==> src/rtl/spi_slave_regfile.sv <==
// SPI mode-0 slave that decodes 40-bit {rw, addr[6:0], data[31:0]} frames into a
// local register file and serves read frames back on MISO. All SPI pins are oversampled on clk.
module spi_slave_regfile #(
    parameter int NUM_REGS    = 16,
    parameter int SYNC_STAGES = 2
) (
    input  logic        clk,
    input  logic        reset,
    input  logic        spi_sclk,
    input  logic        spi_cs_n,
    input  logic        spi_mosi,
    output logic        spi_miso,
    output logic        spi_miso_oe,
    output logic        wr_strobe,
    output logic [6:0]  wr_addr,
    output logic [31:0] wr_data,
    output logic        frame_err,
    output logic        addr_err,
    output logic [15:0] frame_count,
    input  logic [6:0]  loc_rd_addr,
    output logic [31:0] loc_rd_data
);

    localparam int IDX_W = $clog2(NUM_REGS);

    typedef enum logic [2:0] {IDLE_WAIT, IDLE, HEADER, DATA, DONE} state_t;

    state_t                 r_state, w_nextState;
    logic [SYNC_STAGES-1:0] r_sclkSync, r_csSync, r_mosiSync;
    logic                   r_sclkPrev;
    logic [5:0]             r_bitCnt;
    logic [30:0]            r_shiftIn;
    logic [31:0]            r_shiftOut;
    logic                   r_rw;
    logic [6:0]             r_addr;
    logic [31:0]            r_regs [NUM_REGS];

    logic        w_sclk, w_cs, w_mosi, w_sclkRise, w_sclkFall;
    logic        w_hdrDone, w_frameDone, w_abort, w_doWrite;
    logic [6:0]  w_hdrAddr;
    logic        w_hdrRw;
    logic [31:0] w_data;

    function automatic logic addrOk(input logic [6:0] a);
        return ({1'b0, a} < 8'(NUM_REGS));
    endfunction

    assign w_sclk      = r_sclkSync[SYNC_STAGES-1];
    assign w_cs        = r_csSync[SYNC_STAGES-1];
    assign w_mosi      = r_mosiSync[SYNC_STAGES-1];
    assign w_sclkRise  = w_sclk & ~r_sclkPrev;
    assign w_sclkFall  = ~w_sclk & r_sclkPrev;
    assign w_hdrRw     = r_shiftIn[6];
    assign w_hdrAddr   = {r_shiftIn[5:0], w_mosi};
    assign w_data      = {r_shiftIn, w_mosi};
    assign w_doWrite   = w_frameDone & ~r_rw & addrOk(r_addr);

    always_ff @(posedge clk or posedge reset) begin
        if (reset) begin
            r_sclkSync <= '0;
            r_csSync   <= '0;
            r_mosiSync <= '0;
            r_sclkPrev <= 1'b0;
            r_state    <= IDLE_WAIT;
        end else begin
            r_sclkSync <= {r_sclkSync[SYNC_STAGES-2:0], spi_sclk};
            r_csSync   <= {r_csSync[SYNC_STAGES-2:0], spi_cs_n};
            r_mosiSync <= {r_mosiSync[SYNC_STAGES-2:0], spi_mosi};
            r_sclkPrev <= w_sclk;
            r_state    <= w_nextState;
        end
    end

    // IDLE is only ever entered with cs_n high, so a low level there marks the frame start.
    always_comb begin
        w_nextState = r_state;
        w_hdrDone   = 1'b0;
        w_frameDone = 1'b0;
        w_abort     = 1'b0;
        case (r_state)
            IDLE_WAIT: if (w_cs) w_nextState = IDLE;
            IDLE:      if (!w_cs) w_nextState = HEADER;
            HEADER: begin
                if (w_cs) begin
                    w_abort     = 1'b1;
                    w_nextState = IDLE;
                end else if (w_sclkRise && r_bitCnt == 6'd7) begin
                    w_hdrDone   = 1'b1;
                    w_nextState = DATA;
                end
            end
            DATA: begin
                if (w_cs) begin
                    w_abort     = 1'b1;
                    w_nextState = IDLE;
                end else if (w_sclkRise && r_bitCnt == 6'd39) begin
                    w_frameDone = 1'b1;
                    w_nextState = DONE;
                end
            end
            DONE:      if (w_cs) w_nextState = IDLE;
            default:   w_nextState = IDLE_WAIT;
        endcase
    end

    always_ff @(posedge clk or posedge reset) begin
        if (reset) begin
            r_bitCnt    <= '0;
            r_shiftIn   <= '0;
            r_shiftOut  <= '0;
            r_rw        <= 1'b0;
            r_addr      <= '0;
            wr_strobe   <= 1'b0;
            wr_addr     <= '0;
            wr_data     <= '0;
            frame_err   <= 1'b0;
            addr_err    <= 1'b0;
            frame_count <= '0;
            spi_miso    <= 1'b0;
            spi_miso_oe <= 1'b0;
        end else begin
            wr_strobe <= 1'b0;
            addr_err  <= 1'b0;
            frame_err <= w_abort;
            if (r_state == IDLE) begin
                r_bitCnt <= '0;
            end else if ((r_state == HEADER || r_state == DATA) && w_sclkRise && !w_cs
                         && r_bitCnt != 6'd40) begin
                r_shiftIn <= {r_shiftIn[29:0], w_mosi};
                r_bitCnt  <= r_bitCnt + 6'd1;
            end
            if (w_hdrDone) begin
                r_rw       <= w_hdrRw;
                r_addr     <= w_hdrAddr;
                addr_err   <= ~addrOk(w_hdrAddr);
                r_shiftOut <= (w_hdrRw && addrOk(w_hdrAddr)) ? r_regs[w_hdrAddr[IDX_W-1:0]] : '0;
            end
            if (w_frameDone) frame_count <= frame_count + 16'd1;
            if (w_doWrite) begin
                wr_strobe <= 1'b1;
                wr_addr   <= r_addr;
                wr_data   <= w_data;
            end
            // First falling edge after the header presents bit31; each later one advances a bit.
            if (w_frameDone || w_abort || r_state != DATA) begin
                spi_miso    <= 1'b0;
                spi_miso_oe <= 1'b0;
            end else if (w_sclkFall && r_rw) begin
                spi_miso    <= r_shiftOut[31];
                spi_miso_oe <= 1'b1;
                r_shiftOut  <= {r_shiftOut[30:0], 1'b0};
            end
        end
    end

    always_ff @(posedge clk or posedge reset) begin
        if (reset) begin
            for (int i = 0; i < NUM_REGS; i++) r_regs[i] <= '0;
            loc_rd_data <= '0;
        end else begin
            if (w_doWrite) r_regs[r_addr[IDX_W-1:0]] <= w_data;
            loc_rd_data <= addrOk(loc_rd_addr) ? r_regs[loc_rd_addr[IDX_W-1:0]] : '0;
        end
    end

endmodule

==> config.mk <==
export PLATFORM = sky130hd
export DESIGN_NAME = spi_slave_regfile
export DESIGN_NICKNAME = d
export VERILOG_FILES = /design/src/rtl/spi_slave_regfile.sv
export SDC_FILE = /design/constraint.sdc
export NUM_CORES = 1
export LEC_CHECK = 0
export BUFFER_PORTS_ARGS = -buffer_cell sky130_fd_sc_hd__buf_4
export CAP_MARGIN = 10
export CORE_MARGIN = 8
export CORE_UTILIZATION = 45
export DETAILED_ROUTE_END_ITERATION = 8
export PLACE_DENSITY_LB_ADDON = 0.3
export REMOVE_ABC_BUFFERS = 1
export SETUP_SLACK_MARGIN = 0.3
export SLEW_MARGIN = 15
export SYNTH_ARGS = -nofsm -noshare
export SYNTH_HDL_FRONTEND = slang
export SYNTH_SLANG_ARGS = --single-unit
==> constraint.sdc <==
create_clock -name clk -period 27.9 [get_ports clk]
set_input_delay 2.79 -clock clk [delete_from_list [all_inputs] [get_ports clk]]
set_output_delay 2.79 -clock clk [all_outputs]
set_load 0.02 [all_outputs]
==> metrics <==
outcome finished clean; reg2reg setup slack 24.26 ns; met1 global-route usage 0.281; ys async rst share 1.00; met3 Use GR 0.0377; Final Max Tran Viols 0; Inserted Diodes 0; IO Count 104; CP bufs+invs 4; Die Span Y 293 um; die area 0.0856 mm^2; fmax 0.206 GHz; final setup vio count 0; RR Endpoint r_shiftOut[4]; post-cts resize count 0; Clock Pin Slew Worst Setup and Hold Paths 0.06 ns; fin crit share 0.174; Layout area overhead 10.9%; Synth Register Bits 691; Synth Instances 2261; Power Total 2.16 mW; main flop type after synthesis dfrtp_1; Nets 2258; sequential area share after synthesis 0.502; Num CTS Buffers 74; vias in the first global route 22000; Routability Congestion 0.755; Synth Cell Area 0.0344 mm^2; critical-path cell list buf_4 -> inv_8 -> buf_12 -> buf_4; detailed placer's ending HPWL 49.2 mm; clk sinks 691; Worst Setup End Kind asynchronous set/reset pin; Post-synth EDFFs 0; Pleak 18.0 nW; Ys Warns 0; setup_tns 0 ns; first-pass GRT wire length 140 mm; final hold slack 0.348 ns; RSZ-0062 raised after global routing false; reg2reg path depth 6; fillers 6338; 1st-iter DRT viols 1611; Netlist cell types 51; antenna viol nets, final 0; hold depth 0; CTS root buf clkbuf_16; type of the worst setup path primary input to asynchronous set/reset pin; GRT Max-Usage Layer met2; Initial Utilization 0.454; TritonCTS clock tree yes; core footprint 0.0758 mm^2; most frequent cell on the critical path buf_4; Post-CTS Setup Inserts 0; worst-skew pair later-pin latency 0.63 ns; layout cells sized above 1 0.507; Final Skew 0.0265 ns; Worst Path Max Fanout 160; Max-cap violations 0; Pre-Repair DR Iteration Count 7; antenna violations before repair 0; Worst-Margin Slew 1.11 ns; Worst Hold End r_csSync[1]; wire per inst 27.7 um; PortBufs 103; drt drc 0; Avg Cell Area, Syn 15.2 um^2; CP required 28.48 ns; Hold-fix buffers, CTS 0; Routed WL 90.7 mm; GR Overflow Total 0; Die X 293 um; clk buf depth 3; hold wc startpoint r_csSync[0]; worst setup margin 23.05 ns; DR vias/cell 6.26; largest net degree at the start of global routing 174; htree depth 3; worst vdd ir 42.1 uV; CP max stage cell buf_4; M2 GR Usage 0.354; crit-path max cell delay 0.92 ns; row cnt 101; arrival time at the worst endpoint 5.43 ns; Power Density 56.6 mW/mm^2; Final Critical Period 4.85 ns; dpl ws 22.34 ns; Slew headroom 0.254; FF-to-FF Start r_mosiSync[1]; final hold violations 0; Total GRT Usage 0.212; Critical Path Source Type primary input; vias 20500; crit-path leading delay family buffers and inverters; Hold Crit Class flop to flop
-- routing by layer --
metal / up-vias / wire length (um)
met3: 178 / 4910
met4: 0 / 2550
met5: - / 0
met2: 641 / 44900
li1: 8537 / -
met1: 11200 / 38400
-- logic make-up (layout without fill, tap and decap cells) --
logic type | count (synthesis) | after routing | synth area share
compound gates | 73 | 73 | 0.0157
simple gates | 231 | 231 | 0.0416
mux | 973 | 973 | 0.400
xor+xnor | 18 | 18 | 0.00458
flops | 691 | 691 | 0.502
fa+ha+maj | 3 | 3 | 0.00109
buf+inv | 272 | 309 | 0.0354
-- stage by stage --
stage                     std cells  instance area (um^2)   util
after floorplan                2027                 33400      -
after detailed placement       3145                 35700  0.471
after global placement         3145                 35700  0.471
after global routing           3276                 38200  0.503
final                          3276                 38200  0.503
after CTS                      3276                 38200  0.503
-- worst max-delay path by stage --
stage	endpoint	slack, ns	from	cells after the start
6_report	r_regs[417]	23.05	reset	4
5_1_grt	r_regs[385]	22.55	reset	4
4_1_cts	r_regs[417]	22.99	reset	4
3_5_place_dp	r_regs[2]	22.34	reset	4
3_3_place_gp	r_regs[451]	22.44	reset	4
2_1_floorplan	addr_err	5.74	reset	1
-- power breakdown --
part           leakage [nW]  internal, mW  switching [mW]  total [mW]
logic                  7.14        0.0515          0.0817       0.133
registers              9.63          1.01          0.0295        1.03
clock network          1.20         0.585           0.406       0.991
total                  18.0          1.64           0.517        2.16
-- state kept, by name (all words and copies together) (netlist names), 2 cells and up --
register / flops
frame_count: 16
loc_rd_data: 32
r_addr: 7
r_bitCnt: 6
r_csSync: 2
r_mosiSync: 2
r_regs: 512
r_sclkSync: 2
r_shiftIn: 31
r_shiftOut: 32
r_state: 3
wr_addr: 7
wr_data: 32
-- area by class of cell --
| type | count | area (um^2) | share of cell area |
|---|---|---|---|
| Clock buffer | 109 | 2210 | 0.0578 |
| Clock inverter | 22 | 226 | 0.00593 |
| Inverter | 38 | 150 | 0.00393 |
| Multi-Input combinational cell | 1298 | 16000 | 0.419 |
| Sequential cell | 691 | 17300 | 0.453 |
| Tap cell | 978 | 1220 | 0.0321 |
| Timing Repair Buffer | 140 | 1090 | 0.0284 |
-- cell usage in the layout, fill, tap and decap left out, types with 2 or more instances in the layout --
cell type / Yosys / final
buf_12: 0 / 2
nor3_1: 11 / 9
or3_1: 2 / 2
bufinv_16: 0 / 4
mux2i_1: 66 / 66
and3b_1: 2 / 2
nand3_1: 137 / 137
o22ai_1: 32 / 32
nor2b_1: 4 / 4
nor3b_1: 2 / 2
inv_1: 38 / 37
nand2b_2: 0 / 2
ha_1: 3 / 3
buf_4: 12 / 136
mux2_1: 32 / 32
nand3_4: 6 / 6
clkinvlp_4: 0 / 2
clkbuf_1: 109 / 17
nor4_2: 1 / 2
dfrtp_1: 691 / 688
and4_2: 0 / 3
nand2_1: 6 / 5
mux4_2: 256 / 256
nor4_1: 3 / 2
nand2b_1: 4 / 2
and2_1: 7 / 7
clkinv_2: 0 / 15
nor2_1: 10 / 10
xnor2_1: 17 / 17
or3b_2: 2 / 2
mux2_2: 619 / 619
nand4_1: 11 / 11
dfrtp_4: 0 / 3
and3_1: 5 / 4
nor3_2: 1 / 2
clkbuf_8: 0 / 15
clkbuf_16: 0 / 78
nand4_4: 4 / 4
o31a_1: 32 / 32
o21ai_0: 4 / 4
-- Yosys cell counts (12+ instances only) --
cell | instances | area, um^2
mux2i_1 | 66 | 661
nand3_1 | 137 | 686
buf_4 | 12 | 90.1
mux4_2 | 256 | 5770
o22ai_1 | 32 | 200
inv_1 | 38 | 143
buf_6 | 12 | 135
mux2_1 | 32 | 360
clkbuf_1 | 109 | 409
xnor2_1 | 17 | 149
mux2_2 | 619 | 6970
buf_2 | 37 | 185
dfrtp_1 | 691 | 17300
o31a_1 | 32 | 280
buf_1 | 59 | 221
Note: power is estimated with default switching activity, not from simulation.
